**src/rtl/bus_adapter_pkg.sv**
```systemverilog
// Shared types and constants for the bus adapter family.
// No logic, no latency.
// No flow control.
package bus_adapter_pkg;

    localparam int REG_DATA_W = 32;
    localparam logic [REG_DATA_W-1:0] ERR_DATA_DEF = 32'hDEAD_BEEF;

    typedef enum logic [1:0] {
        IDLE      = 2'd0,
        READ_WAIT = 2'd1,
        RESP      = 2'd2
    } state_t;

    // A single channel still needs one select bit so that the slices stay legal.
    function automatic int safe_clog2(input int n);
        return (n <= 2) ? 1 : $clog2(n);
    endfunction

endpackage

```
**src/rtl/bus_timeout_cnt.sv**
```systemverilog
// Counts enabled cycles and flags the TIMEOUT-th one.
// expired is combinational from the count; the count updates one edge later.
// No flow control; clear wins over en.
module bus_timeout_cnt #(
    parameter int TIMEOUT = 16
) (
    input  logic clk,
    input  logic reset,
    input  logic clear,
    input  logic en,
    output logic expired
);
    localparam int CNT_W = $clog2(TIMEOUT + 1);

    logic [CNT_W-1:0] cnt;

    // cnt holds the number of enabled cycles already completed.
    assign expired = en && (cnt == CNT_W'(TIMEOUT - 1));

    always_ff @(posedge clk or posedge reset) begin
        if (reset) begin
            cnt <= '0;
        end else if (clear) begin
            cnt <= '0;
        end else if (en && !expired) begin
            cnt <= cnt + 1'b1;
        end
    end

endmodule

```
**src/rtl/bus_adapter_mux.sv**
```systemverilog
// Bus slave port fanned out to N_CH register blocks, one outstanding read with timeout.
// Writes reach the register block 1 cycle after the strobe; reads complete 2 cycles after the strobe at best.
// One read in flight; requests while busy or in RESP are dropped and flagged with bus_err.
module bus_adapter_mux
    import bus_adapter_pkg::*;
#(
    parameter int N_CH       = 4,
    parameter int ADDR_W     = 8,
    parameter int BUS_ADDR_W = 32,
    parameter int TIMEOUT    = 16,
    parameter logic [REG_DATA_W-1:0] ERR_DATA = ERR_DATA_DEF
) (
    input  logic                         clk,
    input  logic                         reset,
    input  logic                         bus_wr,
    input  logic                         bus_rd,
    input  logic [BUS_ADDR_W-1:0]        bus_addr,
    input  logic [REG_DATA_W-1:0]        bus_data_i,
    output logic [REG_DATA_W-1:0]        bus_data_o,
    output logic                         bus_rvalid,
    output logic                         bus_err,
    output logic                         bus_busy,
    output logic [N_CH-1:0]              reg_wr,
    output logic [N_CH-1:0]              reg_rd,
    output logic [ADDR_W-1:0]            reg_addr,
    output logic [REG_DATA_W-1:0]        reg_data_i,
    input  logic [N_CH*REG_DATA_W-1:0]   reg_data_o,
    input  logic [N_CH-1:0]              reg_rvalid,
    output logic [15:0]                  err_cnt
);
    localparam int CH_W  = safe_clog2(N_CH);
    localparam int DEC_W = ADDR_W + CH_W;

    state_t                  state;
    logic [CH_W-1:0]         ch;
    logic [CH_W-1:0]         sel;
    logic [ADDR_W-1:0]       off;
    logic [N_CH-1:0]         ch_oh;
    logic [REG_DATA_W-1:0]   ch_data [N_CH];
    logic                    unmapped;
    logic                    wr_ok;
    logic                    rd_ok;
    logic                    rd_err;
    logic                    rsp_hit;
    logic                    tmo;
    logic                    expired;
    logic                    err_nxt;

    for (genvar k = 0; k < N_CH; k++) begin : g_ch
        assign ch_data[k] = reg_data_o[REG_DATA_W*k +: REG_DATA_W];
    end

    assign ch       = bus_addr[DEC_W-1:ADDR_W];
    assign off      = bus_addr[ADDR_W-1:0];
    assign ch_oh    = (N_CH)'(1'b1) << ch;
    assign unmapped = ({1'b0, ch} >= (CH_W+1)'(N_CH)) || ((bus_addr >> DEC_W) != '0);

    assign rsp_hit  = (state == READ_WAIT) && reg_rvalid[sel];
    assign tmo      = (state == READ_WAIT) && !reg_rvalid[sel] && expired;

    bus_timeout_cnt #(
        .TIMEOUT (TIMEOUT)
    ) u_tmo (
        .clk     (clk),
        .reset   (reset),
        .clear   (state != READ_WAIT),
        .en      (state == READ_WAIT),
        .expired (expired)
    );

    always_comb begin
        wr_ok   = 1'b0;
        rd_ok   = 1'b0;
        rd_err  = 1'b0;
        err_nxt = tmo;
        if (bus_wr && bus_rd) begin
            err_nxt = 1'b1;
        end else if (bus_wr || bus_rd) begin
            if (state != IDLE) begin
                err_nxt = 1'b1;
            end else if (unmapped) begin
                err_nxt = 1'b1;
                rd_err  = bus_rd;
            end else begin
                wr_ok = bus_wr;
                rd_ok = bus_rd;
            end
        end
    end

    always_ff @(posedge clk or posedge reset) begin
        if (reset) begin
            state      <= IDLE;
            sel        <= '0;
            bus_data_o <= '0;
            bus_rvalid <= 1'b0;
            bus_err    <= 1'b0;
            bus_busy   <= 1'b0;
            reg_wr     <= '0;
            reg_rd     <= '0;
            reg_addr   <= '0;
            reg_data_i <= '0;
            err_cnt    <= '0;
        end else begin
            reg_wr     <= '0;
            reg_rd     <= '0;
            bus_rvalid <= 1'b0;
            bus_err    <= err_nxt;
            if (err_nxt && (err_cnt != 16'hFFFF)) begin
                err_cnt <= err_cnt + 16'd1;
            end
            case (state)
                IDLE: begin
                    if (wr_ok) begin
                        reg_wr     <= ch_oh;
                        reg_addr   <= off;
                        reg_data_i <= bus_data_i;
                    end else if (rd_ok) begin
                        reg_rd   <= ch_oh;
                        reg_addr <= off;
                        sel      <= ch;
                        bus_busy <= 1'b1;
                        state    <= READ_WAIT;
                    end else if (rd_err) begin
                        bus_rvalid <= 1'b1;
                        bus_data_o <= ERR_DATA;
                    end
                end
                READ_WAIT: begin
                    if (rsp_hit) begin
                        bus_rvalid <= 1'b1;
                        bus_data_o <= ch_data[sel];
                        state      <= RESP;
                    end else if (tmo) begin
                        bus_rvalid <= 1'b1;
                        bus_data_o <= ERR_DATA;
                        state      <= RESP;
                    end
                end
                RESP: begin
                    bus_busy <= 1'b0;
                    state    <= IDLE;
                end
                default: begin
                    bus_busy <= 1'b0;
                    state    <= IDLE;
                end
            endcase
        end
    end

endmodule

```
**config.mk**
```make
export PLATFORM = sky130hd
export DESIGN_NAME = bus_adapter_mux
export DESIGN_NICKNAME = d
export VERILOG_FILES = /design/src/rtl/bus_adapter_pkg.sv /design/src/rtl/bus_timeout_cnt.sv /design/src/rtl/bus_adapter_mux.sv
export SDC_FILE = /design/constraint.sdc
export NUM_CORES = 1
export LEC_CHECK = 0
export CAP_MARGIN = 25
export CORE_AREA = 2 2 126 128
export CTS_CLUSTER_SIZE = 10
export DETAILED_ROUTE_END_ITERATION = 6
export DIE_AREA = 0 0 128 130
export PLACE_DENSITY = 0.72
export SLEW_MARGIN = 25
export SYNTH_ARGS = -nofsm -noshare
export SYNTH_HDL_FRONTEND = slang
export SYNTH_SLANG_ARGS = --single-unit
```
**constraint.sdc**
```tcl
create_clock -name clk -period 3.35 [get_ports clk]
set_input_delay 0.5025 -clock clk [delete_from_list [all_inputs] [get_ports clk]]
set_output_delay 0.5025 -clock clk [all_outputs]
set_load 0.005 [all_outputs]
```
# Word level (Yosys, flattened, before mapping)
# Index checks and enable logic that the tools add are counted.
[classes] bitwise_logic=3 n_mux=50 n_reduce_logical=22 shift=1 n_addsub=2 n_eq_ne=9 magnitude_cmp=2
[op_table] cell="two-way mux 32 bit" count=7
[op_table] cell="binary-select mux 32 bit (select 2 bit)" count=1
[op_table] cell="one-hot mux 32 bit (2 select lines)" count=1
[op_table] cell="nonzero test 32 bit" count=1
[op_table] cell="two-way mux 1 bit" count=24
[op_table] cell="two-way mux 4 bit" count=5
[op_table] cell="adder 16 x 1 -> 16 bit (second input constant)" count=1
[op_table] cell="two-way mux 8 bit" count=2
[op_table] cell="!= test 16 bit (second input constant)" count=1
[op_table] cell="two-way mux 5 bit" count=2
[op_table] cell="AND reduction 3 bit" count=3
[op_table] cell="two-way mux 2 bit" count=4
[op_table] cell="!= test 2 bit (second input constant)" count=4
[op_table] cell="nonzero test 2 bit" count=4
[op_table] cell="logical AND 1 bit" count=7
[op_table] cell="adder 5 x 1 -> 5 bit (second input constant)" count=1
[op_table] cell="== test 5 x 4 -> 1 bit (second input constant)" count=1
[op_table] cell="AND reduction 5 bit" count=1
[op_table] cell="one-hot mux 1 bit (2 select lines)" count=2
[op_table] cell="one-hot mux 2 bit (2 select lines)" count=1
[op_table] cell="AND reduction 2 bit" count=2
[op_table] cell="<< shifter 1 x 2 -> 4 bit (first input constant)" count=1
[op_table] cell=">= comparator 3 bit (second input constant)" count=1
[op_table] cell="< comparator 2 x 3 -> 1 bit (second input constant)" count=1
[op_table] cell="9 further kinds" count=11
[word_totals] reg_bits=108 output_inout_bits=99 elab_cells=101 input_bits=200

# Depth between registers and ports, before layout
# Gate-level depths: netlist of the first run.
[depth] ltp_word=10 depth_mapped=11 ltp_nobuf=9

# By module
# Synthesis of the first run repeated with hierarchy kept, for this count alone.
[unflattened] cells_unflattened=351 area_unflattened_um2=5109.9
[modules_own_cells] module="bus_adapter_mux" instances=1 area_each_um2=4830.9 seq_area_each_um2=2577.5 cells_per_inst=326
[modules_own_cells] module="bus_timeout_cnt" instances=1 area_each_um2=279.0 seq_area_each_um2=125.1 cells_per_inst=25

# Worst setup path after synthesis of the first run
# No wires, ideal clock.
[synth_path] kind="register -> register" start="register u_tmo.cnt[0]" end="register err_cnt[3]" n_path_buf=2 t_arrival_ns=2.174 stages_incl_launch_ff=12 period_less_slack_ns=2.300 slack_ns=1.050 setup_time_ns=0.126 required_ns=3.224 cell_sequence="dfrtp_1 -> ha_1 -> and3_1 -> ha_1 -> clkbuf_1 -> inv_1 -> o31a_1 -> or2_1 -> o31ai_2 -> buf_6 -> nand4_4 -> xnor2_2"
[synth_between] elab_chain_len=8
[synth_lines] element="start: declaration" line="bus_timeout_cnt.sv:15" source="logic [CNT_W-1:0] cnt;"
[synth_lines] element="start signal: assignment" line="bus_timeout_cnt.sv:26" source="cnt <= cnt + 1'b1;"
[synth_lines] element="== test 5 x 4 -> 1 bit *" line="bus_timeout_cnt.sv:18" source="assign expired = en && (cnt == CNT_W'(TIMEOUT - 1));"
[synth_lines] element="logical AND 1 bit *" line="bus_timeout_cnt.sv:18"
[synth_lines] element="logical AND 1 bit *" line="bus_adapter_mux.sv:59" source="assign tmo = (state == READ_WAIT) && !reg_rvalid[sel] && expired;"
[synth_lines] element="two-way mux 1 bit" line="bus_adapter_mux.sv:81" source="end else if (unmapped) begin"
[synth_lines] element="two-way mux 1 bit" line="bus_adapter_mux.sv:79" source="if (state != IDLE) begin"
[synth_lines] element="two-way mux 1 bit *" line="bus_adapter_mux.sv:78" source="end else if (bus_wr || bus_rd) begin"
[synth_lines] element="two-way mux 1 bit *" line="bus_adapter_mux.sv:76" source="if (bus_wr && bus_rd) begin"
[synth_lines] element="logical AND 1 bit *" line="bus_adapter_mux.sv:109" source="if (err_nxt && (err_cnt != 16'hFFFF)) begin"
[synth_lines] element="end signal: assignment" line="bus_adapter_mux.sv:110" source="err_cnt <= err_cnt + 16'd1;"
[synth_lines] element="end: declaration" line="bus_adapter_mux.sv:29" source="output logic [15:0] err_cnt"
# Every way passes the cells marked *; elsewhere a longest branch is shown, timed or not.
# A chain may end at the register's enable or synchronous reset.

# Worst setup path after layout of the first run
[layout_path] start="input bus_addr[28]" end="register sel[1]"
[layout_between] elab_chain_len=7 elab_cells_between_ends=11 cone_classes="8 x mux; 1 x bitwise; 2 x reduce/logical"
[layout_lines] element="start: declaration" line="bus_adapter_mux.sv:17" source="input logic [BUS_ADDR_W-1:0] bus_addr,"
[layout_lines] element="nonzero test 32 bit *" line="bus_adapter_mux.sv:56" source="assign unmapped = ({1'b0, ch} >= (CH_W+1)'(N_CH)) || ((bus_addr >> DEC_W) != '0);"
[layout_lines] element="two-way mux 1 bit" line="bus_adapter_mux.sv:81"
[layout_lines] element="two-way mux 1 bit" line="bus_adapter_mux.sv:79"
[layout_lines] element="two-way mux 1 bit" line="bus_adapter_mux.sv:78"
[layout_lines] element="two-way mux 1 bit" line="bus_adapter_mux.sv:76"
[layout_lines] element="NOT 1 bit (no source line)"
[layout_lines] element="AND reduction 3 bit (no source line) *"
[layout_lines] element="end signal: assignment" line="bus_adapter_mux.sv:121" source="sel <= ch;"
[layout_lines] element="end: declaration" line="bus_adapter_mux.sv:36" source="logic [CH_W-1:0] sel;"
# Marks and branches as above.

==> metrics.csv, run 1 <==
stage,metric,value,unit
outcome,outcome,"finished, final reports clean",
grt,antenna violations before repair,1,
synth,cell taking the most area after synthesis,dfrtp_1,
clock_tree,clock latency on the worst-skew pair,340,ps
power_and_ir_drop,Leakage Power,3.39,nW
worst_hold_path,Worst Hold End,err_cnt[13],
grt,total gr overflow,0,
placement,dpl hpwl,12.4,mm
synth,Netlist cell types,34,
timing,endpoints failing setup,0,
floorplanning,starting density of the core,0.328,
layout,share of cells above drive strength 1,0.165,
floorplanning,DIE AREA,0.0166,mm^2
floorplanning,core area,0.0154,mm^2
detailed_routing,Initial DRT Pass Iterations,4,
synth,most numerous cell in the Yosys netlist,dfrtp_1,
floorplanning,die width,128,um
critical_path,RR Endpoint,err_cnt[14],
grt,met1 GRT Util,0.214,
synth,Synth area leaders,"dfrtp_1 (53%), mux4_2 (15%), mux2_2 (9.6%), o22a_1 (4.1%), xnor2_1 (2.4%)",
timing,minimum clock period,2570,ps
grt,M2 GR Usage,0.337,
floorplanning,std cell rows,46,
timing,period utilization,0.766,
critical_path,CP peak stage delay,670,ps
clock_tree,clock tree buffer depth,2,
timing,Setup TNS Final,0,ps
critical_path,worst r2r path cells,9,
clock_tree,CTS Root Buffer Type,clkbuf_16,
grt,first-pass GRT wire length,24.1,mm
placement,placed insts,844,
layout,finished layout cell area,0.00858,mm^2
clock_tree,clock sinks,108,
synth,Synth Cell Area,0.00507,mm^2
synth,sequential share of the synthesized area,0.533,
detailed_routing,drt wl/cell,17.9,um
clock_tree,total CTS buffers,9,
timing,RSZ-0062 raised after global routing,false,
critical_path,Setup crit end kind,register,
critical_path,CP max-delay cell,nor4_1,
critical_path,Worst Path Required,3570,ps
critical_path,crit path DAT,2790,ps
grt,gr usage total,0.188,
critical_path,reg2reg start,u_tmo.cnt[0],
placement,GPL Wtd Cong,0.840,
worst_hold_path,hold crit path type,reg2reg,
floorplanning,I/O pin total,299,
detailed_routing,vias per cell,4.91,
worst_hold_path,Worst Hold Path Cells,1,
synth,top cell type's share of synthesized area,0.533,
synth,"EDFF count, synth",0,
clock_tree,hold buffers post-CTS,0,
critical_path,Worst Setup SP,bus_addr[28],
layout,NumNets Final,866,
critical_path,startpoint type of the worst setup path,primary input,
run,Max Cap Viol,0,
critical_path,crit path kind,in2reg,
grt,number of global-route vias before repair,4620,
grt,pin count of the biggest net entering global routing,62,
layout,number of fill cells in the layout,1285,
critical_path,most frequent CP cell,nor4_1,
critical_path,Buf/Inv on CP,1,
synth,Commonest cells post-synth,"dfrtp_1 (108), mux2_2 (43), mux4_2 (33)",
synth,syn_area_per_cell,13.7,um^2
critical_path,CP max FO,8,
clock_tree,"Reg clk slew, reported paths",70,ps
clock_tree,Post-CTS Setup Inserts,0,
critical_path,R2R setup slack,880,ps
synth,Synth Warn #,0,
critical_path,crit path cell chain,clkdlybuf4s50_1 -> nor4_1 -> nand2_1 -> nor4_1 -> nand2b_1 -> mux2_2,
power_and_ir_drop,PwrDens,356,mW/mm^2
synth,Synth Flop Type,dfrtp_1,
timing,"Hold Violations, Final",0,
critical_path,crit-path leading delay family,simple AND/OR/NAND/NOR gates,
layout,non-filler instance count after layout,861,
synth,Post-Synthesis Cells,369,
synth,post-synthesis register bit count,108,
timing,Clock Skews,8.40,ps
detailed_routing,Routed WL,15.4,mm
timing,Relative slew margins,0.504,
detailed_routing,drt drc,0,
floorplanning,Chip Height,130,um
timing,Tightest Pin Transition,738,ps
power_and_ir_drop,overall power,3.05,mW
detailed_routing,routed vias,4230,
detailed_routing,"antenna viol nets, final",0,
power_and_ir_drop,IR Drop Worst-Case VDD,0.240,mV
worst_hold_path,hold path startpoint,err_cnt[13],
critical_path,critical path depth,6,
synth,async set-or-reset flop fraction in the synthesized netlist,1.00,
timing,Final Max Slew Viols,0,
synth,syn nets,572,
grt,M3 GR Usage,0.0508,
clock_tree,post_cts resized,0,
layout,Layout area overhead,69.3,%
clock_tree,htree depth,3,
detailed_routing,DR iter-0 viols,103,
grt,GRT Max-Usage Layer,met2,
placement,DP Area,0.00826,mm^2
placement,# port buffers,298,
clock_tree,CTS tree,built,
timing,fmax,0.390,GHz
[area by class of cell]
cell class              count  area (um^2)  area share
diodes                      1         2.50    0.000292
clock buffers               9          225      0.0263
clock inverters             7         82.6     0.00963
inverters                  22         85.1     0.00992
multi-input cells         218         2200       0.256
flip-flops and latches    108         2700       0.315
well taps                 192          240      0.0280
repair buffers            304         3040       0.354
[worst max-delay path by stage]
stage,slack (ps),to
5_1_grt,540,reg_rd[0]
6_report,780,sel[1]
4_1_cts,740,err_cnt[14]
2_1_floorplan,2,bus_busy
3_3_place_gp,420,reg_data_i[29]
3_5_place_dp,410,reg_data_i[10]
[power breakdown]
part / switching (mW) / internal, mW
clock: 0.497 / 0.593
sequential: 0.0825 / 1.35
combinational: 0.152 / 0.376
total: 0.732 / 2.32
[per-layer routing]
layer	part of all wire	routed length [um]	up-vias
met5	0	0	-
met4	0.024	365	0
met3	0.084	1300	25
met2	0.51	7900	217
met1	0.38	5880	2037
li1	-	-	1951
[placed cells by master (no fill, tap or decap), drive strengths merged, types with 3 or more instances in the layout]
cell type	synthesis	final
inv	22	25
mux2	43	43
nor2	21	21
mux4	33	33
ha	3	3
clkbuf	14	9
nand2	15	15
nand3b	3	3
nand2b	4	4
dfrtp	108	108
buf	7	6
xnor2	15	15
or2	4	4
o22a	24	24
nand3	7	7
nor4	9	9
nand4	9	9
xor2	3	3
clkdlybuf4s50	0	298
and3	3	3
a21oi	3	3
o22ai	8	8
[per-stage QoR]
stage	utilization	hold slack (ps)	setup WS [ps]
finish	0.556	499	783
floorplan	-	458	1.90
global placement	0.535	486	422
global route	0.556	525	540
detailed placement	0.535	486	406
CTS	0.555	500	741
[cell families after synthesis]
group / after synthesis / share of synthesized area
flip-flops: 108 / 0.533
XOR/XNOR: 18 / 0.0326
AO/OA/AOI/OAI: 40 / 0.0630
buffers and inverters: 43 / 0.0356
AND/OR/NAND/NOR: 80 / 0.0837
adder cells (fa/ha/maj): 3 / 0.00741
multiplexers: 77 / 0.244
[flip-flops by register name, indices dropped and copies added, names as in the netlist]
| name | flops |
|---|---|
| reg_addr | 8 |
| reg_wr | 4 |
| bus_busy | 1 |
| bus_err | 1 |
| err_cnt | 16 |
| state | 2 |
| sel | 2 |
| reg_rd | 4 |
| reg_data_i | 32 |
| bus_data_o | 32 |
| u_tmo.cnt | 5 |
| bus_rvalid | 1 |
[worst register-to-register path, stage by stage (launching register included)]
cell     delay [ps]
dfrtp_1         390
ha_1            180
and3_1          170
ha_1            310
inv_1           110
o31a_1          320
or2_1           260
o31ai_4         180
nor3b_2         320
xnor2_1         150
No activity file was read; power rests on OpenSTA's default activity.
==> inputs of run 2 (changes only) <==
clock period = 2.2 ns   (was 3.35 ns; I/O delays follow)
==> metrics.csv, run 2 (same netlist as run 1, synthesis figures left out) <==
stage,metric,value,unit,change
layout,biggest regs,"bus_data_o: 32 flops, reg_data_i: 32 flops, err_cnt: 16 flops",,
clock_tree,CTS Root Buffer Type,clkbuf_16,,
timing,minimum clock period,2120,ps,
clock_tree,clock latency on the worst-skew pair,350,ps,about the same
clock_tree,clock sinks,108,,unchanged
critical_path,startpoint type of the worst setup path,register,,
clock_tree,clock tree buffer depth,2,,unchanged
floorplanning,DIE AREA,0.0166,mm^2,unchanged
power_and_ir_drop,IR Drop Worst-Case VDD,0.337,mV,+41%
timing,fmax,0.471,GHz,
floorplanning,I/O pin total,299,,unchanged
critical_path,CP peak stage delay,540,ps,-130 ps
clock_tree,total CTS buffers,9,,unchanged
timing,Relative slew margins,0.592,,+0.0885
outcome,outcome,"finished, final reports clean",,
grt,pin count of the biggest net entering global routing,60,,-3.2%
timing,Tightest Pin Transition,612,ps,-126 ps
detailed_routing,drt drc,0,,unchanged
detailed_routing,vias per cell,4.95,,+0.82%
detailed_routing,"antenna viol nets, final",0,,unchanged
grt,number of global-route vias before repair,4609,,-0.24%
timing,Final Max Slew Viols,0,,unchanged
grt,antenna violations before repair,0,,-1
worst_hold_path,hold crit path type,in2async,,
layout,Layout area overhead,74.8,%,
grt,total gr overflow,0,,unchanged
timing,period utilization,0.964,,
timing,Setup TNS Final,0,ps,unchanged
floorplanning,std cell rows,46,,unchanged
critical_path,crit path kind,reg2reg,,
floorplanning,starting density of the core,0.328,,unchanged
floorplanning,Chip Height,130,um,unchanged
power_and_ir_drop,Leakage Power,3.52,nW,+3.6%
floorplanning,core area,0.0154,mm^2,unchanged
critical_path,crit path DAT,2350,ps,-440 ps
placement,# port buffers,298,,unchanged
critical_path,Worst Path Required,2430,ps,-1140 ps
detailed_routing,Routed WL,15.9,mm,+2.9%
layout,"leading cell type in the layout, fill and taps excluded",clkdlybuf4s50_1,,
layout,Final Core Density,0.574,,+0.0179
clock_tree,htree depth,3,,unchanged
detailed_routing,DR iter-0 viols,97,,-5.8%
grt,gr usage total,0.192,,+0.00462
critical_path,CP max FO,8,,unchanged
critical_path,crit path cell chain,mux4_2 -> o31a_1 -> or2_4 -> o31ai_4 -> mux2_2,,
power_and_ir_drop,PwrDens,524,mW/mm^2,+47%
timing,endpoints failing setup,0,,unchanged
timing,Clock Skews,7.75,ps,-0.648 ps
layout,"commonest cells after routing, fill and taps aside","clkdlybuf4s50_1 (298), dfrtp_1 (107), mux2_2 (43)",,
timing,"Hold Violations, Final",0,,unchanged
floorplanning,die width,128,um,unchanged
grt,first-pass GRT wire length,24.3,mm,+0.80%
clock_tree,"Reg clk slew, reported paths",70,ps,about the same
layout,NumNets Final,886,,+2.3%
critical_path,CP max-delay cell,mux4_2,,
run,Max Cap Viol,0,,unchanged
layout,share of cells above drive strength 1,0.201,,+0.0359
layout,diode count,0,,-1
placement,dpl hpwl,12.5,mm,+0.80%
placement,GPL Wtd Cong,0.851,,+1.3%
detailed_routing,drt wl/cell,18.1,um,+0.65%
detailed_routing,Initial DRT Pass Iterations,4,,unchanged
critical_path,Setup crit end kind,register,,
clock_tree,CTS tree,built,,
detailed_routing,routed vias,4359,,+3.0%
==> run 2: changes by cell type in the layout (fill, tap and decap cells not counted), moves of 2 or more <==
cell    change
buf_4      +14
buf_12      +5
nor4_1      -4
inv_6       +3
ha_1        -2
nor4_2      +2
nor4_4      +2
==> run 2: worst max-delay path: cells and delay by family (launching register included) <==
family,cells,cell delay [ps]
AND/OR/NAND/NOR,1,260
multiplexers,2,920
AO/OA/AOI/OAI,2,430
flip-flops,1,400
==> run 2: cell type report <==
type | count | area [um^2]
clock inverters | 6 | 53.8
repair buffers | 323 | 3250
flip-flops and latches | 108 | 2700
fillers | 1273 | 6570
inverters | 22 | 86.3
multi-input cells | 219 | 2290
well taps | 192 | 240
clock buffers | 10 | 229
==> run 2: metrics by stage <==
stage | total power, mW | hold slack [ps] | setup slack, ps | instance area [um^2] | std cells
floorplan | 2.45 | 401 | 8.18 | 5080 | 369
global placement | 3.09 | 484 | -355 | 8450 | 860
detailed placement | 3.10 | 490 | -464 | 8450 | 860
CTS | 4.71 | 433 | -19.8 | 8770 | 877
global route | 4.85 | 450 | -61.0 | 8850 | 880
finish | 4.64 | 421 | 78.9 | 8850 | 880
==> run 2: repair_timing <==
item / 4_1_cts / 5_1_grt
pin swaps: 0 / 5
gates resized for setup: 4 / 10
cloned: 1 / 0
hold buffers: 0 / 0
endpoints found under the setup margin: 39 / 49
buffers inserted: 0 / 3
==> run 2: report_power, final <==
part           switching, mW  internal [mW]
clock                  0.778          0.794
combinational          0.309          0.634
sequential            0.0633           2.06
total                   1.15           3.48
==> run 2: worst paths after layout <==
path | from | end | slack, ps | cells after the start
worst max-delay path | sel[0] | err_cnt[1] | 80 | 5
worst min-delay path | reset | err_cnt[7] | 420 | 3
max in group asynchronous | reset | bus_data_o[29] | 1500 | 3
min in group clk | err_cnt[13] | err_cnt[13] | 510 | 1
worst max register to register | sel[0] | err_cnt[1] | 80 | 5
worst min register to register | err_cnt[13] | err_cnt[13] | 510 | 1
==> run 2: per-layer routing <==
metal | wire length (um) | part of all wire | vias to the layer above | GRT usage
met2 | 8110 | 0.51 | 209 | 0.345
met1 | 5940 | 0.37 | 2125 | 0.214
met3 | 1450 | 0.091 | 27 | 0.0586
met5 | 0 | 0 | - | 0
li1 | - | - | 1998 | -
met4 | 379 | 0.024 | 0 | 0.0802
==> inputs of run 3 (changes only) <==
CORE_AREA = 2 2 149 108   (was 2 2 126 128)
DIE_AREA = 0 0 151 110   (was 0 0 128 130)
PLACE_DENSITY = 0.73   (was 0.72)
==> metrics.csv, run 3 (same netlist as run 1, synthesis figures left out) <==
stage,metric,value,unit,change
outcome,outcome,"finished, final reports clean",,
critical_path,Worst Setup SP,u_tmo.cnt[1],,
critical_path,crit-path leading delay family,simple AND/OR/NAND/NOR gates,,
critical_path,Buf/Inv on CP,1,,+1
floorplanning,DIE AREA,0.0166,mm^2,-0.18%
placement,placed insts,868,,+0.93%
timing,Tightest Pin Transition,615,ps,+3.18 ps
critical_path,startpoint type of the worst setup path,register,,
timing,period utilization,0.955,,-0.00959
layout,biggest regs,"bus_data_o: 32 flops, reg_data_i: 32 flops, err_cnt: 16 flops",,
critical_path,CP peak stage delay,380,ps,-160 ps
placement,dpl hpwl,12.7,mm,+1.5%
floorplanning,std cell rows,38,,-17%
clock_tree,hold buffers post-CTS,0,,unchanged
layout,NumNets Final,886,,unchanged
critical_path,CP max-delay cell,mux2_2,,
grt,gr usage total,0.196,,+0.00357
clock_tree,"Reg clk slew, reported paths",80,ps,about the same
grt,pin count of the biggest net entering global routing,109,,+82%
timing,fmax,0.476,GHz,+1.0%
run,Max Cap Viol,0,,unchanged
floorplanning,Chip Height,110,um,-15%
detailed_routing,Initial DRT Pass Iterations,4,,unchanged
critical_path,Setup crit end kind,register,,
layout,"leading cell type in the layout, fill and taps excluded",clkdlybuf4s50_1,,
layout,diode count,0,,unchanged
critical_path,R2R setup slack,100,ps,+20 ps
timing,Relative slew margins,0.590,,-0.00212
clock_tree,clock tree buffer depth,2,,unchanged
clock_tree,CTS tree,built,,
critical_path,CP max FO,8,,unchanged
layout,"commonest cells after routing, fill and taps aside","clkdlybuf4s50_1 (295), dfrtp_1 (107), mux2_2 (43)",,
critical_path,crit path DAT,2330,ps,-20 ps
power_and_ir_drop,Leakage Power,3.54,nW,+0.79%
grt,number of global-route vias before repair,4599,,-0.22%
timing,minimum clock period,2100,ps,-21.1 ps
grt,total gr overflow,0,,unchanged
layout,share of cells above drive strength 1,0.198,,-0.00291
critical_path,crit path cell chain,ha_1 -> and3_4 -> ha_4 -> inv_1 -> o31a_1 -> or2_4 -> o31ai_4 -> mux2_2,,
clock_tree,CTS Root Buffer Type,clkbuf_16,,
placement,DP Worst Slack,-490,ps,-26.0 ps
layout,number of fill cells in the layout,1177,,-7.5%
floorplanning,core area,0.0151,mm^2,-2.0%
detailed_routing,DR iter-0 viols,128,,+32%
detailed_routing,drt drc,0,,unchanged
floorplanning,starting density of the core,0.335,,+0.00663
worst_hold_path,hold crit path type,in2async,,
timing,"Hold Violations, Final",0,,unchanged
placement,# port buffers,298,,unchanged
detailed_routing,routed vias,4338,,-0.48%
placement,GPL Wtd Cong,0.847,,-0.45%
layout,non-filler instance count after layout,888,,+0.91%
grt,antenna violations before repair,0,,unchanged
power_and_ir_drop,IR Drop Worst-Case VDD,0.340,mV,+0.77%
timing,endpoints failing setup,0,,unchanged
clock_tree,clock latency on the worst-skew pair,340,ps,about the same
power_and_ir_drop,PwrDens,525,mW/mm^2,+0.34%
floorplanning,die width,151,um,+18%
critical_path,reg2reg start,u_tmo.cnt[1],,
timing,Final Max Slew Viols,0,,unchanged
detailed_routing,"antenna viol nets, final",0,,unchanged
critical_path,crit path kind,reg2reg,,
timing,Clock Skews,7.11,ps,-0.644 ps
critical_path,RR Endpoint,err_cnt[1],,
critical_path,worst r2r path cells,8,,+3
clock_tree,htree depth,3,,unchanged
layout,Layout area overhead,75.3,%,
floorplanning,I/O pin total,299,,unchanged
clock_tree,total CTS buffers,9,,unchanged
critical_path,Worst Path Required,2430,ps,about the same
detailed_routing,drt wl/cell,18.1,um,+0.53%
grt,first-pass GRT wire length,24.7,mm,+1.7%
detailed_routing,Routed WL,16.1,mm,+1.4%
clock_tree,clock sinks,108,,unchanged
timing,setup ws final,100,ps,+21.1 ps
detailed_routing,vias per cell,4.89,,-1.4%
-- run 3: how the worst max path moves through the flow --
stage / end / depth (start not counted)
after detailed placement: reg_data_i[23] / 9
after global routing: err_cnt[14] / 9
final: err_cnt[1] / 8
after floorplan: err_cnt[3] / 11
after CTS: err_cnt[1] / 8
after global placement: reg_data_i[13] / 9
-- run 3: layout make-up --
class                           count  area, um^2  area share
Tap cell                          200         250      0.0282
Timing Repair Buffer              323        3260       0.367
Multi-Input combinational cell    219        2280       0.257
Clock buffer                       10         239      0.0269
Sequential cell                   108        2700       0.304
Clock inverter                      6        62.6     0.00704
Inverter                           22        86.3     0.00972
-- run 3: tightest hold or removal path, stage by stage --
cell and delay (ps):
clkdlybuf4s50_1 440, clkinvlp_4 90, buf_12 400
-- run 3: report_power, final --
| group | leakage [nW] | internal [mW] | total (mW) | switching [mW] |
|---|---|---|---|---|
| Sequential | 1.36 | 2.06 | 2.14 | 0.0814 |
| Clock | 0.148 | 0.830 | 1.60 | 0.771 |
| Combinational | 2.03 | 0.622 | 0.927 | 0.305 |
| Total | 3.54 | 3.51 | 4.67 | 1.16 |
-- run 3: repair_timing --
item,in CTS,in global routing
setup endpoints to repair,54,51
resized for setup,8,8
buffers inserted,2,0
pin swaps,3,4
gates cloned,2,0
-- run 3: through the flow --
stage	utilization	setup TNS [ps]	hold slack [ps]	cell area, um^2	power (mW)
finish	0.587	0	466	8880	4.67
global route	0.587	-0.195	513	8880	4.91
CTS	0.585	0	493	8840	4.73
detailed placement	0.559	-34330	477	8450	3.11
global placement	0.559	-34680	476	8450	3.09
floorplan	-	0	401	5080	2.45
-- run 3: routing by layer --
| layer | vias to the layer above | part of all wire | track usage |
|---|---|---|---|
| met5 | - | 0 | 0 |
| met4 | 0 | 0.017 | 0.0501 |
| met3 | 20 | 0.099 | 0.0691 |
| met2 | 211 | 0.50 | 0.344 |
| met1 | 2113 | 0.39 | 0.232 |
| li1 | 1994 | - | - |
